==> config.mk <==
export PLATFORM = sky130hd
export DESIGN_NAME = pipeline_hazard_sequencer_flat
export DESIGN_NICKNAME = d
export VERILOG_FILES = /design/src/rtl/pipeline_hazard_sequencer_if.sv /design/src/rtl/pipeline_hazard_sequencer.sv /design/src/flat_wrapper.sv
export SDC_FILE = /design/constraint.sdc
export NUM_CORES = 1
export LEC_CHECK = 0
export ABC_AREA = 1
export ABC_CLOCK_PERIOD_IN_PS = 1800
export CAP_MARGIN = 25
export CORE_ASPECT_RATIO = 0.5
export CORE_MARGIN = 2
export CORE_UTILIZATION = 57
export CTS_CLUSTER_DIAMETER = 80
export CTS_CLUSTER_SIZE = 24
export DETAILED_ROUTE_END_ITERATION = 6
export DONT_BUFFER_PORTS = 1
export GPL_TIMING_DRIVEN = 0
export PLACE_DENSITY = 0.75
export SETUP_SLACK_MARGIN = 0.2
export SYNTH_ARGS = -nofsm -noshare
export SYNTH_HDL_FRONTEND = slang
export SYNTH_SLANG_ARGS = --single-unit
==> constraint.sdc <==
create_clock -name clock -period 1.8 [get_ports clock]
set_input_delay 0.27 -clock clock [delete_from_list [all_inputs] [get_ports clock]]
set_output_delay 0.27 -clock clock [all_outputs]
set_load 0.02 [all_outputs]
==> src/rtl/pipeline_hazard_sequencer_if.sv <==
// ID/EX stage fields and pipeline control returned to the datapath.
// master: the datapath side that drives the stage fields. slave: the sequencer.
interface pipeline_hazard_sequencer_if #(
    parameter int REG_AW = 4,
    parameter int CNT_W  = 16
);
    logic              id_valid;
    logic [3:0]        id_opcode;
    logic [REG_AW-1:0] id_rs1;
    logic [REG_AW-1:0] id_rs2;
    logic              id_uses_rs2;
    logic              ex_is_load;
    logic              ex_reg_write;
    logic [REG_AW-1:0] ex_rd;
    logic              error_flag;

    logic              stall_fetch;
    logic              bubble_ex;
    logic              ex_hold;
    logic              div_start;
    logic              div_done;
    logic              halted;
    logic [1:0]        state;
    logic [CNT_W-1:0]  stall_count;

    modport master (
        output id_valid, id_opcode, id_rs1, id_rs2, id_uses_rs2,
               ex_is_load, ex_reg_write, ex_rd, error_flag,
        input  stall_fetch, bubble_ex, ex_hold, div_start, div_done,
               halted, state, stall_count
    );

    modport slave (
        input  id_valid, id_opcode, id_rs1, id_rs2, id_uses_rs2,
               ex_is_load, ex_reg_write, ex_rd, error_flag,
        output stall_fetch, bubble_ex, ex_hold, div_start, div_done,
               halted, state, stall_count
    );
endinterface

==> src/rtl/pipeline_hazard_sequencer.sv <==
// Purpose: stall/bubble/hold sequencing for load-use hazards, multi-cycle divides and error halt.
// Latency: controls are combinational from the current state and ID/EX fields; state moves one edge later.
// Backpressure: stall_fetch freezes PC and IF/ID; ex_hold freezes EX for the divide; HALT holds until reset.
module pipeline_hazard_sequencer #(
    parameter int         REG_AW     = 4,
    parameter logic [3:0] DIV_OPCODE = 4'b0011,
    parameter int         DIV_CYCLES = 8,
    parameter int         CNT_W      = 16
) (
    input  logic                         clock,
    input  logic                         reset,
    pipeline_hazard_sequencer_if.slave   bus
);

    localparam logic [1:0] ST_RUN  = 2'b00;
    localparam logic [1:0] ST_DIV  = 2'b01;
    localparam logic [1:0] ST_HALT = 2'b11;

    localparam logic [3:0] DIV_LOAD = 4'(DIV_CYCLES - 1);

    logic [1:0]       state_q;
    logic [1:0]       state_d;
    logic [3:0]       cnt_q;
    logic [3:0]       cnt_d;
    logic [CNT_W-1:0] stall_cnt_q;

    logic hazard;
    logic rs1_match;
    logic rs2_match;
    logic is_div;
    logic sf;
    logic bub;
    logic hold;
    logic ds;
    logic dd;
    logic hl;

    assign rs1_match = (bus.ex_rd == bus.id_rs1);
    assign rs2_match = bus.id_uses_rs2 && (bus.ex_rd == bus.id_rs2);
    assign hazard    = bus.id_valid && bus.ex_is_load && bus.ex_reg_write
                       && (bus.ex_rd != '0) && (rs1_match || rs2_match);
    assign is_div    = bus.id_valid && (bus.id_opcode == DIV_OPCODE);

    always_comb begin
        sf      = 1'b0;
        bub     = 1'b0;
        hold    = 1'b0;
        ds      = 1'b0;
        dd      = 1'b0;
        hl      = 1'b0;
        state_d = state_q;
        cnt_d   = cnt_q;

        case (state_q)
            ST_DIV: begin
                // ID is frozen while the divider owns EX, so no hazard check here.
                sf   = 1'b1;
                hold = 1'b1;
                if (bus.error_flag) begin
                    state_d = ST_HALT;
                    cnt_d   = '0;
                end else if (cnt_q == 4'd1) begin
                    dd      = 1'b1;
                    state_d = ST_RUN;
                    cnt_d   = '0;
                end else begin
                    cnt_d = cnt_q - 4'd1;
                end
            end
            ST_HALT: begin
                sf      = 1'b1;
                bub     = 1'b1;
                hl      = 1'b1;
                state_d = ST_HALT;
            end
            default: begin
                // Hazard beats divide issue; the divide re-presents after the bubble.
                if (hazard) begin
                    sf  = 1'b1;
                    bub = 1'b1;
                end else if (is_div) begin
                    ds      = 1'b1;
                    state_d = ST_DIV;
                    cnt_d   = DIV_LOAD;
                end else begin
                    state_d = ST_RUN;
                end
                if (bus.error_flag) begin
                    state_d = ST_HALT;
                    cnt_d   = '0;
                end
            end
        endcase
    end

    always_ff @(posedge clock) begin
        if (reset) begin
            state_q     <= ST_RUN;
            cnt_q       <= '0;
            stall_cnt_q <= '0;
        end else begin
            state_q <= state_d;
            cnt_q   <= cnt_d;
            if (sf && (stall_cnt_q != '1)) begin
                stall_cnt_q <= stall_cnt_q + 1'b1;
            end
        end
    end

    assign bus.stall_fetch = sf   && !reset;
    assign bus.bubble_ex   = bub  && !reset;
    assign bus.ex_hold     = hold && !reset;
    assign bus.div_start   = ds   && !reset;
    assign bus.div_done    = dd   && !reset;
    assign bus.halted      = hl   && !reset;
    assign bus.state       = reset ? 2'b00 : state_q;
    assign bus.stall_count = reset ? '0 : stall_cnt_q;

endmodule

==> src/flat_wrapper.sv <==
// flat-port wrapper written by rule: the top's interface ports become plain ports
module pipeline_hazard_sequencer_flat 
#(
    parameter int         REG_AW     = 4,
    parameter logic [3:0] DIV_OPCODE = 4'b0011,
    parameter int         DIV_CYCLES = 8,
    parameter int         CNT_W      = 16
)
  (clock, reset, bus_id_valid, bus_id_opcode, bus_id_rs1, bus_id_rs2, bus_id_uses_rs2, bus_ex_is_load, bus_ex_reg_write, bus_ex_rd, bus_error_flag, bus_stall_fetch, bus_bubble_ex, bus_ex_hold, bus_div_start, bus_div_done, bus_halted, bus_state, bus_stall_count);
  pipeline_hazard_sequencer_if #(.REG_AW(REG_AW), .CNT_W(CNT_W)) bus_i ();
  input  logic clock;
  input  logic reset;
  input wire logic [$bits(bus_i.id_valid)-1:0] bus_id_valid;
  input wire logic [$bits(bus_i.id_opcode)-1:0] bus_id_opcode;
  input wire logic [$bits(bus_i.id_rs1)-1:0] bus_id_rs1;
  input wire logic [$bits(bus_i.id_rs2)-1:0] bus_id_rs2;
  input wire logic [$bits(bus_i.id_uses_rs2)-1:0] bus_id_uses_rs2;
  input wire logic [$bits(bus_i.ex_is_load)-1:0] bus_ex_is_load;
  input wire logic [$bits(bus_i.ex_reg_write)-1:0] bus_ex_reg_write;
  input wire logic [$bits(bus_i.ex_rd)-1:0] bus_ex_rd;
  input wire logic [$bits(bus_i.error_flag)-1:0] bus_error_flag;
  output wire logic [$bits(bus_i.stall_fetch)-1:0] bus_stall_fetch;
  output wire logic [$bits(bus_i.bubble_ex)-1:0] bus_bubble_ex;
  output wire logic [$bits(bus_i.ex_hold)-1:0] bus_ex_hold;
  output wire logic [$bits(bus_i.div_start)-1:0] bus_div_start;
  output wire logic [$bits(bus_i.div_done)-1:0] bus_div_done;
  output wire logic [$bits(bus_i.halted)-1:0] bus_halted;
  output wire logic [$bits(bus_i.state)-1:0] bus_state;
  output wire logic [$bits(bus_i.stall_count)-1:0] bus_stall_count;
  assign bus_i.id_valid = bus_id_valid;
  assign bus_i.id_opcode = bus_id_opcode;
  assign bus_i.id_rs1 = bus_id_rs1;
  assign bus_i.id_rs2 = bus_id_rs2;
  assign bus_i.id_uses_rs2 = bus_id_uses_rs2;
  assign bus_i.ex_is_load = bus_ex_is_load;
  assign bus_i.ex_reg_write = bus_ex_reg_write;
  assign bus_i.ex_rd = bus_ex_rd;
  assign bus_i.error_flag = bus_error_flag;
  assign bus_stall_fetch = bus_i.stall_fetch;
  assign bus_bubble_ex = bus_i.bubble_ex;
  assign bus_ex_hold = bus_i.ex_hold;
  assign bus_div_start = bus_i.div_start;
  assign bus_div_done = bus_i.div_done;
  assign bus_halted = bus_i.halted;
  assign bus_state = bus_i.state;
  assign bus_stall_count = bus_i.stall_count;
  pipeline_hazard_sequencer #(.REG_AW(REG_AW), .DIV_OPCODE(DIV_OPCODE), .DIV_CYCLES(DIV_CYCLES), .CNT_W(CNT_W)) u_core (.clock(clock), .reset(reset), .bus(bus_i));
endmodule
==> run metrics, run 1 <==
Initial Util ~62%; cell area after technology mapping 0.00165 mm^2; ranking of synthesized cells by area dfxtp_1 (27%), nand2_1 (14%), nor2_1 (10%); CTS tree done; Final ANT Viol Nets 0; Worst Path Buf+Inv 3; final setup fails 0; dpl hpwl about 3 mm; endpoint class of the critical path flop; R2R depth 12; post-layout util between 70% and 80%; WS Path Type reg2reg; largest net degree at the start of global routing 13; routability cong. 0.899; total global-route track usage about a quarter; Hold EP u_core.cnt_q[3]; slowest stage cell, crit path dfxtp_4; Max Slew Vio Count 0; initial antenna violation count 0; Pwr Density 565 mW/mm^2; Post-Synthesis Net Count ~300; layout cells sized above 1 between 20% and 30%; DP Worst Slack -0.0459 ns; Synthesis Warnings 0; setup_tns 0 ns; Worst-Skew Late Latency between 0.2 and 0.3 ns; DRT iter0 DRCs roughly 110; Post-Syn Instances roughly 270; Setup crit start u_core.stall_cnt_q[0]; Residual DRC 0; root buf cell clkbuf_8; routed via count between 1,500 and 2,000; Tot Pwr roughly 1.1 mW; relative slew slack 52.2%; reg2reg start u_core.stall_cnt_q[0]; die width around 80 um; nature of the critical path startpoint flop; CTS Hold Buffers Added 0; CTS buffer count 3; RSZ-0062 raised after global routing yes; Worst Hold Margin about 0.19 ns; Final Cycle Share roughly nine tenths; gr ovfl total 0; Die Y roughly 42 um; IO buf count 0; Least-Margin Pin Slew between 0.7 and 0.8 ns; post-synth top area cell dfxtp_1; First-pass DRT Iterations 4; register area share after synthesis between 20% and 30%; worst reg-to-reg setup slack about 0.14 ns; post-synth cell types 29; f_max roughly 0.60 GHz; met1 WL 1.98 mm; Antenna Cells 0; Hold Violations, Final 0; maximum vdd drop approximately 0.40 mV; Worst Path Required 1.98 ns; post-placement cell area approximately 0.0017 mm^2; share of Yosys cell area claimed by the top area cell type 26.6%; Die Area 0.00337 mm^2; type of the worst min-delay path in2reg; Sink Count 22; Ports 47; first-pass GRT wire length between 6 and 7 mm; Post-Layout Cell Count 323; Clock transition at path regs roughly 0.080 ns; met3 wire length roughly 320 um; Vias/cell 5.44; Lkg Pwr 0.842 nW; crit-path max cell delay 0.37 ns; CTS HTree Levels 1; Worst Hold Launch bus_error_flag; Clock Skew 0.00184 ns; Core Region 0.00267 mm^2; placed cells approximately 310; # rows 13; syn_area_per_cell between 6 and 7 um^2; number of global-route vias before repair 1,578; DR WL/cell ~13 um; delay-heaviest family, CP simple AND/OR/NAND/NOR gates; top routing layer in use met4; Finished Cell Area around 0.002 mm^2; Layout Nets ~310; Worst Hold Path Cells 3; routed wire length 4.21 mm; FF+latch count, synth 22; Critical Path AT 1.84 ns; Worst R2R End u_core.stall_cnt_q[8]; Synth-to-Final Area Change 19.5%; critical path cell sequence ha_4 -> nand3_4 -> nor3_4 -> nand3_2 -> nor2_4 -> buf_6 -> buf_6 -> nor2_2 -> nand3_1 -> nand2_1 -> nand2_1 -> inv_1; Clock Path Buffers 2; max cap viols 0; outcome finished clean; WL met2 1.89 mm; Final WS setup 0.144 ns; Crit Path Max Fanout 2; fin crit period 1.66 ns
-- flip-flops by register name (all words and copies together) (netlist names) --
| register | cells |
|---|---|
| u_core.stall_cnt_q | 16 |
| u_core.state_q | 2 |
| u_core.cnt_q | 4 |
-- report_power, final --
group / switching (mW) / total, mW / leakage (nW) / internal [mW]
sequential: 0.0145 / 0.517 / 0.182 / 0.503
combinational: 0.143 / 0.225 / 0.631 / 0.0824
clock: 0.178 / 0.373 / 0.0288 / 0.196
total: 0.335 / 1.12 / 0.842 / 0.781
-- cells in the mapped netlist --
cell type,number
nand2_4,1
xor2_1,13
a31oi_1,1
o211ai_1,1
ha_1,3
nand3_1,27
inv_2,5
nand2_2,1
a21oi_1,8
nor3_2,1
buf_6,1
nor3_4,1
buf_2,2
nor2_2,1
nor3_1,6
nand4_1,4
o21ai_0,4
o21ai_1,4
clkbuf_1,4
a21boi_0,1
and3_1,1
nand2_1,63
dfxtp_1,22
nand3_2,1
inv_1,37
nor2_1,46
xnor2_1,1
a21oi_2,10
clkinv_1,1
-- kinds of logic (layout without fill, tap and decap cells) --
group	after synthesis	count (layout)	share of synthesized area, %
XOR/XNOR	14	14	7.42
adder cells (fa/ha/maj)	3	3	2.27
AO/OA/AOI/OAI	29	29	11.4
AND/OR/NAND/NOR	153	153	40.3
buffers and inverters	50	65	12.0
flip-flops	22	22	26.6
-- worst register-to-register path, cell delays in order (launching register included) --
cell and delay (ns):
dfxtp_4 0.37, ha_4 0.15, nand3_4 0.08, nor3_4 0.23, nand3_2 0.12, nor2_4 0.17
buf_6 0.11, buf_6 0.08, nor2_2 0.02, nand3_1 0.07, nand2_1 0.07, nand2_1 0.06
inv_1 0.03
-- per-layer routing --
layer  up-vias  global-route usage (%)
met4         0                    8.14
met5         -                       0
met1       794                    34.2
met3         5                    6.03
li1        877                       -
met2        81                    41.8
-- area by class of cell --
type | instances | area [um^2]
buffer | 7 | 51.3
inverter | 43 | 164
multi-input combinational | 199 | 1110
tap | 37 | 46.3
clock buffer | 4 | 55.1
fill | 235 | 692
timing repair buffer | 11 | 93.8
sequential | 22 | 453
-- cells in the final DEF (no fill, tap or decap), drive strengths merged, types with 4 or more instances in the layout --
cell type	count
a21oi	18
nand2	65
nand3	28
inv	42
dfxtp	22
buf	14
clkbuf	8
nor3	8
o21ai	8
nand4	4
xor2	13
nor2	47
-- how the worst max path moves through the flow --
stage | cells after the start | slack [ns] | end
finish | 12 | 0.14 | u_core.stall_cnt_q[8]
global route | 12 | 0.08 | u_core.stall_cnt_q[8]
CTS | 5 | 0.19 | bus_div_done
detailed placement | 11 | -0.05 | bus_bubble_ex
global placement | 9 | -0.02 | bus_bubble_ex
floorplan | 10 | 0.20 | u_core.stall_cnt_q[2]
-- what timing repair did --
item | CTS | global route
gates cloned | 1 | 0
setup endpoints to repair | 20 | 32
resized for setup | 16 | 19
buffers inserted | 7 | 3
pin swaps | 6 | 6
Power figures use the tool's default switching activity.
==> run 2, diff against run 1 <==
--- a/config.mk
+++ b/config.mk
@@ -9,7 +9,6 @@
 export ABC_CLOCK_PERIOD_IN_PS = 1800
 export CAP_MARGIN = 25
 export CORE_ASPECT_RATIO = 0.5
-export CORE_MARGIN = 2
 export CORE_UTILIZATION = 57
 export CTS_CLUSTER_DIAMETER = 80
 export CTS_CLUSTER_SIZE = 24
==> run metrics, run 2 (synthesis results as in run 1) <==
DR WL/cell ~14 um; # rows 13; First-pass DRT Iterations 6; Clock Path Buffers 2; FF+latch area between 400 and 500 um^2; Die Area between 0.003 and 0.004 mm^2; Sink Count 22; Pwr Density ~560 mW/mm^2; fin crit period ~1.7 ns; DRT iter0 DRCs approximately 140; gr ovfl total 0; Worst Path Required roughly 2 ns; f_max between 0.6 and 0.7 GHz; max reg flops 16; routability cong. 0.878; Least-Margin Pin Slew around 0.79 ns; Final Cycle Share 92.1%; Core Region 0.00267 mm^2; fillers 228; CTS HTree Levels 1; Sw Pwr ~0.34 mW; largest net degree at the start of global routing 13; Worst-Skew Late Latency 0.27 ns; initial antenna violation count 0; largest registers u_core.stall_cnt_q: 16 flops, u_core.cnt_q: 4 flops, u_core.state_q: 2 flops; clock share of power between 30% and 40%; Die Y between 40 and 50 um; Crit Path Max Fanout 4; CTS Hold Buffers Added 0; Synth-to-Final Area Change 22.7%; routed wire length around 4.4 mm; final setup fails 0; Clock transition at path regs around 0.08 ns; Lkg Pwr around 0.87 nW; Flop pwr share a little under half; Clock Skew 0.00155 ns; RSZ-0062 raised after global routing yes; Ports 47; IO buf count 0; CTS tree done; endpoint class of the critical path flop; Tot Pwr roughly 1.1 mW; WS Path Type reg2reg; Residual DRC 0; Layout Nets 313; commonest non-fill, non-tap cell in the layout nand2_1; layout cells sized above 1 about a quarter; Hold Violations, Final 0; Vias/cell about 5.5; dpl hpwl ~3.0 mm; power share of the combinational group 21.6%; most frequent cells in the layout nand2_1 (52), nor2_1 (39), inv_1 (35); outcome finished clean; Net Sw Frac 30.2%; largest register by flop count u_core.stall_cnt_q; number of global-route vias before repair 1,389; Post-Layout Cell Count ~320; relative slew slack between 40% and 50%; Final ANT Viol Nets 0; nature of the critical path startpoint flop; Max Slew Vio Count 0; total global-route track usage 26.6%; setup_tns 0 ns; Critical Path AT 1.85 ns; root buf cell clkbuf_8; first-pass GRT wire length 6.17 mm; Antenna Cells 0; Initial Util roughly 62%; placed cells approximately 310; max cap viols 0; multi-input logic area approximately 0.0012 mm^2; maximum vdd drop ~0.37 mV; type of the worst min-delay path in2reg; routed via count around 1,800; die width 78.2 um; Internal around 0.79 mW; CTS buffer count 3
[run 2: layer usage]
layer  track usage [%]  routed length (um)  up-vias
met3              7.50                 320        8
met4              2.78                  34        0
li1                  -                   -      875
met1              34.2                2050      798
met5                 0                   0        -
met2              47.4                1960       81
[run 2: path summary, 6_finish.rpt]
kind	from	endpoint	slack (ns)	depth (start not counted)
worst max-delay path	u_core.stall_cnt_q[0]	u_core.stall_cnt_q[7]	0.14	7
worst min-delay path	bus_error_flag	u_core.cnt_q[3]	0.20	3
worst max register to register	u_core.stall_cnt_q[0]	u_core.stall_cnt_q[7]	0.14	7
worst min register to register	u_core.cnt_q[3]	u_core.cnt_q[3]	0.47	2
[run 2: cell type report]
| type | count | area share [%] |
|---|---|---|
| clock buffers | 4 | 2.71 |
| multi-input cells | 199 | 56.8 |
| repair buffers | 11 | 5.06 |
| flip-flops and latches | 22 | 22.3 |
| plain buffers | 7 | 2.53 |
| well taps | 37 | 2.28 |
| inverters | 43 | 8.27 |
[run 2: per-stage QoR]
stage	utilization (%)	hold slack, ns	cell area, um^2	setup slack (ns)
2_1_floorplan	-	0.441	1690	0.199
3_3_place_gp	65.1	0.449	1740	-0.0562
3_5_place_dp	65.1	0.458	1740	-0.0531
4_1_cts	72.2	0.227	1930	0.202
5_1_grt	76.0	0.212	2030	0.0650
6_report	76.0	0.202	2030	0.143
[run 2: critical path, cell delays in order, from the launching register on]
cell and delay [ns]:
dfxtp_4 0.37, buf_4 0.11, buf_4 0.12, nand3_1 0.17, nor3_2 0.32, xor2_1 0.23, nand3_1 0.13, a21oi_2 0.14
[run 2: power groups by stage]
stage                     Clock, mW  Combinational, mW  Sequential, mW
after CTS                     0.373              0.216           0.517
after global placement            0              0.182           0.530
final                         0.367              0.243           0.519
after global routing          0.396              0.270           0.520
after detailed placement          0              0.185           0.531
after floorplan                   0              0.151           0.527
[run 2: repair_timing]
item                                    4_1_cts  5_1_grt
buffers inserted                              8        2
pin swaps                                     9        8
endpoints found under the setup margin       19       41
gates cloned                                  1        0
resized for setup                            20       32
